--- src/rtl/npu_pkg.sv ---
// Shared NPU local-memory definitions: controller FSM states and default geometry.
package npu_pkg;

    typedef enum logic [1:0] {
        ST_IDLE    = 2'd0,
        ST_READ    = 2'd1,
        ST_WAIT_WR = 2'd2,
        ST_DONE    = 2'd3
    } lm_state_t;

    localparam int DW_DEF      = 8;
    localparam int AW_DEF      = 10;
    localparam int NUM_MEM_DEF = 4;

    // Select width; a single memory still needs a 1-bit select port.
    function automatic int sel_w(input int n);
        return (n > 1) ? $clog2(n) : 1;
    endfunction

endpackage

--- src/rtl/lm_rd_mux.sv ---
// Registered per-port read-data select from the flattened memory read bus,
// carrying the read-valid one stage further alongside the data.
module lm_rd_mux #(
    parameter int DW      = 8,
    parameter int NUM_MEM = 4,
    parameter int SW      = 2
) (
    input  logic                  CLK,
    input  logic                  rst_x,
    input  logic                  clr,
    input  logic                  vld_p0,
    input  logic [SW-1:0]         sel,
    input  logic [NUM_MEM*DW-1:0] m_rdata,
    output logic                  vld_p1,
    output logic [DW-1:0]         rdata_p1
);

    logic [DW-1:0] sel_data;

    always_comb begin
        sel_data = '0;
        for (int i = 0; i < NUM_MEM; i++) begin
            if (sel == SW'(i)) sel_data = m_rdata[i*DW +: DW];
        end
    end

    // p0 -> p1: operand register holds its value between valid beats
    always_ff @(posedge CLK or negedge rst_x) begin
        if (!rst_x) begin
            vld_p1   <= 1'b0;
            rdata_p1 <= '0;
        end else if (clr) begin
            vld_p1   <= 1'b0;
            rdata_p1 <= '0;
        end else begin
            vld_p1 <= vld_p0;
            if (vld_p0) rdata_p1 <= sel_data;
        end
    end

endmodule

--- src/rtl/lmcnt_param.sv ---
// Parametrised local-memory controller: streams A/B operands to the NPU and writes C back.
// Optional CYCLES performance counter enabled by defining LMCNT_PARAM_CYCLE_COUNT_EN.
module lmcnt_param
    import npu_pkg::*;
#(
    parameter int DW      = DW_DEF,
    parameter int AW      = AW_DEF,
    parameter int NUM_MEM = NUM_MEM_DEF,
    localparam int SW     = sel_w(NUM_MEM)
) (
    input  logic                  CLK,
    input  logic                  rst_x,
    input  logic                  SOFT_RESET,
    input  logic                  START,
    input  logic [AW:0]           LEN,
    input  logic [SW-1:0]         A_SEL,
    input  logic [SW-1:0]         B_SEL,
    input  logic [SW-1:0]         C_SEL,
    input  logic [AW-1:0]         A_BASE,
    input  logic [AW-1:0]         B_BASE,
    input  logic [AW-1:0]         C_BASE,
    output logic                  BUSY,
    output logic                  FINISH,
    output logic                  OVERRUN,
    output logic [NUM_MEM*AW-1:0] M_RADR,
    input  logic [NUM_MEM*DW-1:0] M_RDATA,
    output logic [NUM_MEM-1:0]    M_WR,
    output logic [AW-1:0]         M_WADR,
    output logic [DW-1:0]         M_WDATA,
    output logic                  NPU_EN,
    output logic [DW-1:0]         A_RDATA,
    output logic [DW-1:0]         B_RDATA,
    input  logic                  LM_EN,
    input  logic [DW-1:0]         C_WDATA
`ifdef LMCNT_PARAM_CYCLE_COUNT_EN
    ,
    output logic [31:0]           CYCLES
`endif
);

    localparam logic [AW:0] ONE = {{AW{1'b0}}, 1'b1};

    lm_state_t     state;
    logic [AW:0]   len_q, rcnt, wcnt;
    logic [SW-1:0] a_sel_q, b_sel_q, c_sel_q;
    logic [AW-1:0] a_base_q, b_base_q, c_base_q;
    logic          finish_q, overrun_q;
    logic          vld_p0, a_vld_p1, b_vld_p1;

    logic          start_ok, active, wr_hit, wr_last, overrun_set;
    logic [AW-1:0] rd_addr_a, rd_addr_b;

    assign start_ok    = START && (state == ST_IDLE || state == ST_DONE);
    assign active      = (state == ST_READ) || (state == ST_WAIT_WR);
    assign wr_hit      = LM_EN && active && (wcnt < len_q) && !SOFT_RESET;
    assign wr_last     = wr_hit && (wcnt == len_q - ONE);
    // A START in DONE takes the cycle, so a coincident LM_EN is neither written nor flagged.
    assign overrun_set = LM_EN && (state != ST_IDLE) && !start_ok && (wcnt == len_q);

    assign rd_addr_a = a_base_q + rcnt[AW-1:0];
    assign rd_addr_b = b_base_q + rcnt[AW-1:0];

    assign BUSY    = active;
    assign FINISH  = finish_q;
    assign OVERRUN = overrun_q;
    assign M_WADR  = c_base_q + wcnt[AW-1:0];
    assign M_WDATA = C_WDATA;

    // When A and B share a memory its single read port follows the A address.
    always_comb begin
        M_RADR = '0;
        if (state == ST_READ) begin
            for (int i = 0; i < NUM_MEM; i++) begin
                if (a_sel_q == SW'(i))      M_RADR[i*AW +: AW] = rd_addr_a;
                else if (b_sel_q == SW'(i)) M_RADR[i*AW +: AW] = rd_addr_b;
            end
        end
    end

    always_comb begin
        M_WR = '0;
        for (int i = 0; i < NUM_MEM; i++) begin
            M_WR[i] = wr_hit && (c_sel_q == SW'(i));
        end
    end

    always_ff @(posedge CLK or negedge rst_x) begin
        if (!rst_x) begin
            state     <= ST_IDLE;
            len_q     <= '0;
            rcnt      <= '0;
            wcnt      <= '0;
            a_sel_q   <= '0;
            b_sel_q   <= '0;
            c_sel_q   <= '0;
            a_base_q  <= '0;
            b_base_q  <= '0;
            c_base_q  <= '0;
            finish_q  <= 1'b0;
            overrun_q <= 1'b0;
            vld_p0    <= 1'b0;
        end else if (SOFT_RESET) begin
            state     <= ST_IDLE;
            len_q     <= '0;
            rcnt      <= '0;
            wcnt      <= '0;
            a_sel_q   <= '0;
            b_sel_q   <= '0;
            c_sel_q   <= '0;
            a_base_q  <= '0;
            b_base_q  <= '0;
            c_base_q  <= '0;
            finish_q  <= 1'b0;
            overrun_q <= 1'b0;
            vld_p0    <= 1'b0;
        end else begin
            // address issue -> p0: read data appears on M_RDATA next cycle
            vld_p0 <= (state == ST_READ);
            if (start_ok) begin
                len_q     <= LEN;
                a_sel_q   <= A_SEL;
                b_sel_q   <= B_SEL;
                c_sel_q   <= C_SEL;
                a_base_q  <= A_BASE;
                b_base_q  <= B_BASE;
                c_base_q  <= C_BASE;
                rcnt      <= '0;
                wcnt      <= '0;
                finish_q  <= 1'b0;
                overrun_q <= 1'b0;
                state     <= (LEN == '0) ? ST_DONE : ST_READ;
            end else begin
                if (state == ST_DONE) finish_q <= 1'b1;
                if (overrun_set) overrun_q <= 1'b1;
                if (wr_hit) wcnt <= wcnt + ONE;
                case (state)
                    ST_READ: begin
                        rcnt <= rcnt + ONE;
                        if (wr_last)                   state <= ST_DONE;
                        else if (rcnt == len_q - ONE) state <= ST_WAIT_WR;
                    end
                    ST_WAIT_WR: if (wr_last) state <= ST_DONE;
                    default: ;
                endcase
            end
        end
    end

    lm_rd_mux #(.DW(DW), .NUM_MEM(NUM_MEM), .SW(SW)) u_rd_a (
        .CLK      (CLK),
        .rst_x    (rst_x),
        .clr      (SOFT_RESET),
        .vld_p0   (vld_p0),
        .sel      (a_sel_q),
        .m_rdata  (M_RDATA),
        .vld_p1   (a_vld_p1),
        .rdata_p1 (A_RDATA)
    );

    lm_rd_mux #(.DW(DW), .NUM_MEM(NUM_MEM), .SW(SW)) u_rd_b (
        .CLK      (CLK),
        .rst_x    (rst_x),
        .clr      (SOFT_RESET),
        .vld_p0   (vld_p0),
        .sel      (b_sel_q),
        .m_rdata  (M_RDATA),
        .vld_p1   (b_vld_p1),
        .rdata_p1 (B_RDATA)
    );

    assign NPU_EN = a_vld_p1 && b_vld_p1;

`ifdef LMCNT_PARAM_CYCLE_COUNT_EN
    always_ff @(posedge CLK or negedge rst_x) begin
        if (!rst_x)                         CYCLES <= '0;
        else if (SOFT_RESET || start_ok)    CYCLES <= '0;
        else if (active && CYCLES != '1)    CYCLES <= CYCLES + 32'd1;
    end
`endif

endmodule

--- config.mk ---
export PLATFORM = sky130hd
export DESIGN_NAME = lmcnt_param
export DESIGN_NICKNAME = d
export VERILOG_FILES = /design/src/rtl/npu_pkg.sv /design/src/rtl/lm_rd_mux.sv /design/src/rtl/lmcnt_param.sv
export SDC_FILE = /design/constraint.sdc
export NUM_CORES = 1
export LEC_CHECK = 0
export BUFFER_PORTS_ARGS = -buffer_cell sky130_fd_sc_hd__buf_2
export CAP_MARGIN = 10
export CORE_UTILIZATION = 50
export DETAILED_ROUTE_END_ITERATION = 12
export GPL_TIMING_DRIVEN = 1
export PLACE_DENSITY_LB_ADDON = 0.2
export SETUP_SLACK_MARGIN = 0.5
export SLEW_MARGIN = 25
export SYNTH_ARGS = -nofsm -noshare
export SYNTH_HDL_FRONTEND = slang
export SYNTH_SLANG_ARGS = --single-unit
export TNS_END_PERCENT = 10
--- constraint.sdc ---
create_clock -name CLK -period 6.6 [get_ports CLK]
set_clock_uncertainty 0.1 [all_clocks]
set_input_delay 1.32 -clock CLK [delete_from_list [all_inputs] [get_ports CLK]]
set_output_delay 1.32 -clock CLK [all_outputs]
set_load 0.02 [all_outputs]
==> results.ini, run 1 <==
[clock_tree]
cts_hold_buf = 0
cts_max_level = 3
clkSinkCount = 91
cts_resized = 0
cts_tree = yes
post_cts_buffers = 0
cts_buffers = 9
clockBufferDepth = 2
clockRootBuffer = clkbuf_16
clk_latency_ns = 0.35
clkTransAtPathRegs_ns = 0.07

[sta]
max-slew-margin-rel = 0.307
tightest_slew_ns = 1.04
slew_viol_final = 0
fmax_mhz = 199
rsz0062_at_grt = no
setup_viol = 0
min_period_ns = 5.02
fin_setup_tns_ns = 0
hold_viol = 0
fin_crit_sh = 0.761

[final_layout]
stdcell_area_um2 = 8100
layout-drive-gt1-share = 0.218
final_common_cell = buf_2
multi_input_area_um2 = 4360
layout_common_cells = 156 x buf_2, 125 x nand2_1, 91 x dfrtp_1, 90 x nor2_1, 74 x a21oi_1
syn_to_final_growth_pct = 15.6
regArea_um2 = 2280
num_antenna_cells = 0
final_util = 0.602
fillers = 1233
layout.nets = 1061

[grt]
grt_max_degree = 71
grt_pass1_wl_um = 29000
antenna_found_initial = 0
grt_overflow = 0
grt_pass1_vias = 5841
track_usage = 0.253

[drt]
via_per_inst = 5.76
drt-total-wl_um = 17900
avgRoutedWirePerCell_um = 16.2
ant_nets = 0
first_iter_violations = 441
drc = 0
first_pass_iters = 5
route.vias.total = 6350

[synthesis]
ys.flop_type = dfrtp_1
ys_types = 62
seq_area_frac_synth = 0.325
ys_ff_latch = 91
synth_fp_nets = 950
synth_area_um2 = 7010
ys_warn_count = 0
yosysTopAreaCell = dfrtp_1
syn_area_per_cell_um2 = 8.65
ys_top_cells_by_area = dfrtp_1 33%, ha_1 8.0%, nand2_1 6.7%
ys_async_sr_fraction = 1.00
synth_edf_count = 0
synth_top_area_frac = 0.325
syn_inst = 810

[worst_setup_path]
critPathRequiredTime_ns = 5.18
end_kind = output port
critPathArrivalTime_ns = 3.60
worstSetupPathType = reg2out
start_kind = flop
path_max_fanout = 8

[run_status]
status = finished clean

[floorplanning]
die_x_um = 120
fp.dieH_um = 120
die_area_um2 = 14500
start_util = 0.521
core_area_um2 = 13500
io_pins = 174
rows = 42

[place]
buffer_ports.inserted = 157
gp_congestion = 0.871
placed_cell_area_um2 = 7780
place_hpwl_um = 13300

[pwr]
ir_drop_v = 0.000192
p_leak_nw = 3.87
p_per_area_nw_per_um2 = 232

[run]
drv_cap = 0

[worst_hold_path]
worstHoldPathType = reg2reg

-- per-stage QoR --
| step | std cells | hold WS (ns) | total power [mW] | worst slack, ns |
|---|---|---|---|---|
| after CTS | 1102 | 0.415 | 1.89 | 1.66 |
| final | 1102 | 0.413 | 1.88 | 1.58 |
| after detailed placement | 1086 | 0.382 | 1.33 | 2.05 |
| after global placement | 1086 | 0.382 | 1.32 | 2.11 |
| after floorplan | 810 | 0.406 | 1.16 | 2.34 |
| after global routing | 1102 | 0.444 | 1.99 | 1.43 |
-- final timing paths --
path                            cells after the start  slack, ns     endpoint     start
worst max-delay path                               10       1.58    M_RADR[8]   rcnt[0]
worst min-delay path                                2       0.41       FINISH    FINISH
worst max register to register                      9       3.53     state[0]  len_q[0]
worst min register to register                      2       0.41       FINISH    FINISH
max in group asynchronous                           2       4.51  b_base_q[2]     rst_x
min in group asynchronous                           1       0.86  c_base_q[5]     rst_x
-- worst max-delay path: stages, from the launching register on --
cell and delay, ns:
dfrtp_1 0.46, ha_1 0.27, fa_1 0.42, a21o_1 0.18, a21oi_1 0.22, o21bai_1 0.14
a2111oi_2 0.82, or4_1 0.23, nand2_1 0.05, o31a_1 0.31, buf_2 0.16
-- report_power, final --
group	leakage, nW	total [mW]	switching, mW	internal [mW]
combinational	2.47	0.642	0.381	0.261
sequential	1.24	0.685	0.0769	0.608
clock	0.157	0.553	0.211	0.342
-- cells by family (layout without fill, tap and decap cells) --
family,Yosys count,count (layout),share of synthesized area
AOI/OAI and AO/OA,164,164,0.149
xor gates and xnor gates,64,64,0.0920
adders and majority gates,48,48,0.0889
buffers and inverters,88,204,0.0539
DFF,91,91,0.325
muxes,34,34,0.0771
and+or+nand+nor,321,321,0.214
-- layer usage --
layer  share of wire  vias up  GRT usage
met3           0.058       24     0.0373
li1                -     3087          -
met5               0        -          0
met1            0.48     2999      0.369
met2            0.44      240      0.392
met4           0.014        0     0.0679
-- flip-flops by register name, indices dropped and copies added (netlist names) --
register         count
FINISH               1
state                2
u_rd_a.vld_p1        1
b_base_q            10
a_sel_q              2
c_base_q            10
u_rd_a.rdata_p1      8
vld_p0               1
OVERRUN              1
u_rd_b.rdata_p1      8
b_sel_q              2
c_sel_q              2
a_base_q            10
wcnt                11
len_q               11
rcnt                11
-- cell usage after synthesis, types with 4 or more instances --
library cell,instances
clkbuf_1,43
o21bai_1,4
a31oi_1,4
xor2_1,29
a2111oi_0,4
or3_1,10
buf_1,7
nand2b_1,6
nand4_1,14
o21ai_0,11
nor3_1,10
xnor3_1,5
nor4_1,9
and2_1,4
ha_1,45
xnor2_1,29
and3_1,13
nor3b_1,6
o22ai_1,5
a21oi_1,74
a21o_1,5
buf_4,8
nand2_1,125
nor2b_1,4
mux2i_1,18
mux4_2,16
a22oi_1,28
o211ai_1,5
nand3_1,12
dfrtp_1,91
inv_1,25
nor2_1,90
-- cell type report --
| cell class | count | share of cell area |
|---|---|---|
| timing repair buffer | 162 | 0.102 |
| sequential | 91 | 0.281 |
| clock buffer | 12 | 0.0304 |
| multi-input combinational | 631 | 0.538 |
| inverter | 26 | 0.0120 |
| tap | 176 | 0.0272 |
| clock inverter | 4 | 0.00911 |
No activity file was read; power rests on OpenSTA's default activity.
==> run 2: changes to the inputs <==
- CORE_UTILIZATION: 50 -> 49
- clock period: 6.6 -> 4.5 ns (I/O delays scaled with it)
==> run 2 against run 1 <==
Compared with the run above:
- combinational power up 54%
- worst hold slack got worse by 0.0012 ns
- sequential power rose by 45%
- largest power group unchanged
- first-iteration DRC count is 2.0% lower
- clock power increased by 28%
- register-to-register slack got worse by 2.1 ns
- non-clock buffer count increased by 8
- via count increased by 0.58%
- power up 43%
- critical path depth up 1
- cell count increased by 1.1%
==> results.ini, run 2 (synthesis gave the netlist of run 1 again) <==
[sta]
worst_slack_ns = 0.482
fin_hold_ws_ns = 0.412
slew_viol_final = 0
min_period_ns = 4.02
setup_viol = 0
tightest_slew_ns = 0.945
fin_crit_sh = 0.893
fin_setup_tns_ns = 0
rsz0062_at_grt = yes
max-slew-margin-rel = 0.365
hold_viol = 0
fmax_mhz = 249

[floorplanning]
start_util = 0.503
core_area_um2 = 13900
fp.dieH_um = 122
die_area_um2 = 14800
io_pins = 174
rows = 43
die_x_um = 122

[worst_setup_path]
critPathRequiredTime_ns = 3.50
path_cells = ha_1, fa_1, a21o_1, a21oi_2, o21bai_2, a2111oi_4, buf_4, o211a_1, nor2_1, a31oi_1, buf_2
critPathArrivalTime_ns = 3.02
cp-startpoint = rcnt[0]
worstSetupPathType = reg2out
rrSetupSlack_ns = 1.44
crit_buf_inv = 2
crit_end = M_RADR[38]
slowest_delay_ns = 0.42
path_max_fanout = 5
path_delay_family = compound AO/OA/AOI/OAI gates
end_kind = output port
r2r_start = len_q[0]
crit_cells = 11
r2r_end = state[0]
start_kind = flop
cp_slowest_cell = dfrtp_2
reg2reg_depth = 9

[pwr]
p_per_area_nw_per_um2 = 328
ir_drop_v = 0.000235
p_leak_nw = 3.92

[drt]
route.vias.total = 6387
drc = 0
avgRoutedWirePerCell_um = 16.2
ant_nets = 0
first_iter_violations = 432
via_per_inst = 5.73
drt-total-wl_um = 18100
first_pass_iters = 5

[grt]
grt_pass1_wl_um = 28600
antenna_found_initial = 0
track_usage = 0.246
grt_pass1_vias = 5822
grt_max_degree = 73
grt_overflow = 0

[clock_tree]
clockBufferDepth = 2
cts_buffers = 9
clockRootBuffer = clkbuf_16
clkTransAtPathRegs_ns = 0.07
cts_tree = yes
cts_hold_buf = 0
clk_latency_ns = 0.35
cts_max_level = 3
clkSinkCount = 91

[final_layout]
syn_to_final_growth_pct = 17.3
fillers = 1301
multi_input_area_um2 = 4410
layout_common_cells = 156 x buf_2, 125 x nand2_1, 90 x dfrtp_1, 90 x nor2_1, 72 x a21oi_1
num_antenna_cells = 0
largestRegisters = len_q: 11 flops, rcnt: 11 flops, wcnt: 11 flops
final_cells = 1114
final_common_cell = buf_2
layout.nets = 1069
layout-drive-gt1-share = 0.236
regArea_um2 = 2280

[place]
placed_cells = 1095
buffer_ports.inserted = 157
place_hpwl_um = 13400
pre_cts_slack_ns = 0.389
gp_congestion = 0.867

[run]
drv_cap = 0

[worst_hold_path]
worstHoldPathType = reg2reg
hold_path_startpoint = FINISH

[run_status]
status = finished clean

-- run 2: cell count changes in the layout (fill, tap and decap cells not counted), sizes merged --
| cell | before | now |
|---|---|---|
| buf | 162 | 170 |
| clkinvlp | 0 | 4 |
| clkbuf | 12 | 9 |
| bufinv | 2 | 0 |
| inv | 25 | 26 |
-- run 2: worst min path at each step --
stage,to,slack [ns],depth (start not counted)
floorplan,a_base_q[0],0.41,2
global placement,FINISH,0.39,2
detailed placement,FINISH,0.40,2
CTS,u_rd_a.rdata_p1[7],0.42,2
global route,u_rd_b.rdata_p1[6],0.45,2
finish,FINISH,0.41,2
-- run 2: power by group --
| part | total, mW | switching, mW | internal (mW) | leakage, nW |
|---|---|---|---|---|
| Sequential | 0.996 | 0.105 | 0.891 | 1.24 |
| Clock | 0.708 | 0.332 | 0.376 | 0.124 |
| Combinational | 0.989 | 0.577 | 0.412 | 2.56 |
-- run 2: layer usage --
metal | wire length (µm) | GRT usage | share of wire | vias to the layer above
li1 | - | - | - | 3103
met1 | 8690 | 0.357 | 0.48 | 3055
met2 | 8080 | 0.381 | 0.45 | 209
met3 | 1070 | 0.0360 | 0.059 | 20
met4 | 229 | 0.0656 | 0.013 | 0
met5 | 0 | 0 | 0 | -
-- run 2: timing repair --
item / in CTS / in global routing
pin swaps: 2 / 2
buffers inserted: 3 / 0
gates resized for setup: 8 / 2
endpoints found under the setup margin: 4 / 11
-- run 2: final cells by class --
| cell class | instances | area share |
|---|---|---|
| Multi-Input combinational cell | 631 | 0.537 |
| Sequential cell | 91 | 0.277 |
| Timing Repair Buffer | 170 | 0.113 |
| Clock buffer | 9 | 0.0274 |
| Tap cell | 180 | 0.0274 |
| Inverter | 26 | 0.0119 |
| Clock inverter | 7 | 0.00640 |
-- run 2: worst reg2reg max path, cell delays in order, from the launching register on --
cell,delay [ns]
dfrtp_1,0.47
inv_1,0.09
ha_1,0.31
nor4b_1,0.59
o21ai_0,0.19
a222oi_1,0.33
o21ai_1,0.18
a31o_1,0.25
a311o_1,0.31
a21oi_1,0.17
-- run 2: through the flow --
stage	total power, mW	cell area, µm²	utilization
after floorplan	1.70	7010	-
after global placement	1.95	7810	0.560
after detailed placement	1.99	7870	0.564
after CTS	2.71	8200	0.589
after global routing	2.85	8220	0.590
final	2.69	8220	0.590
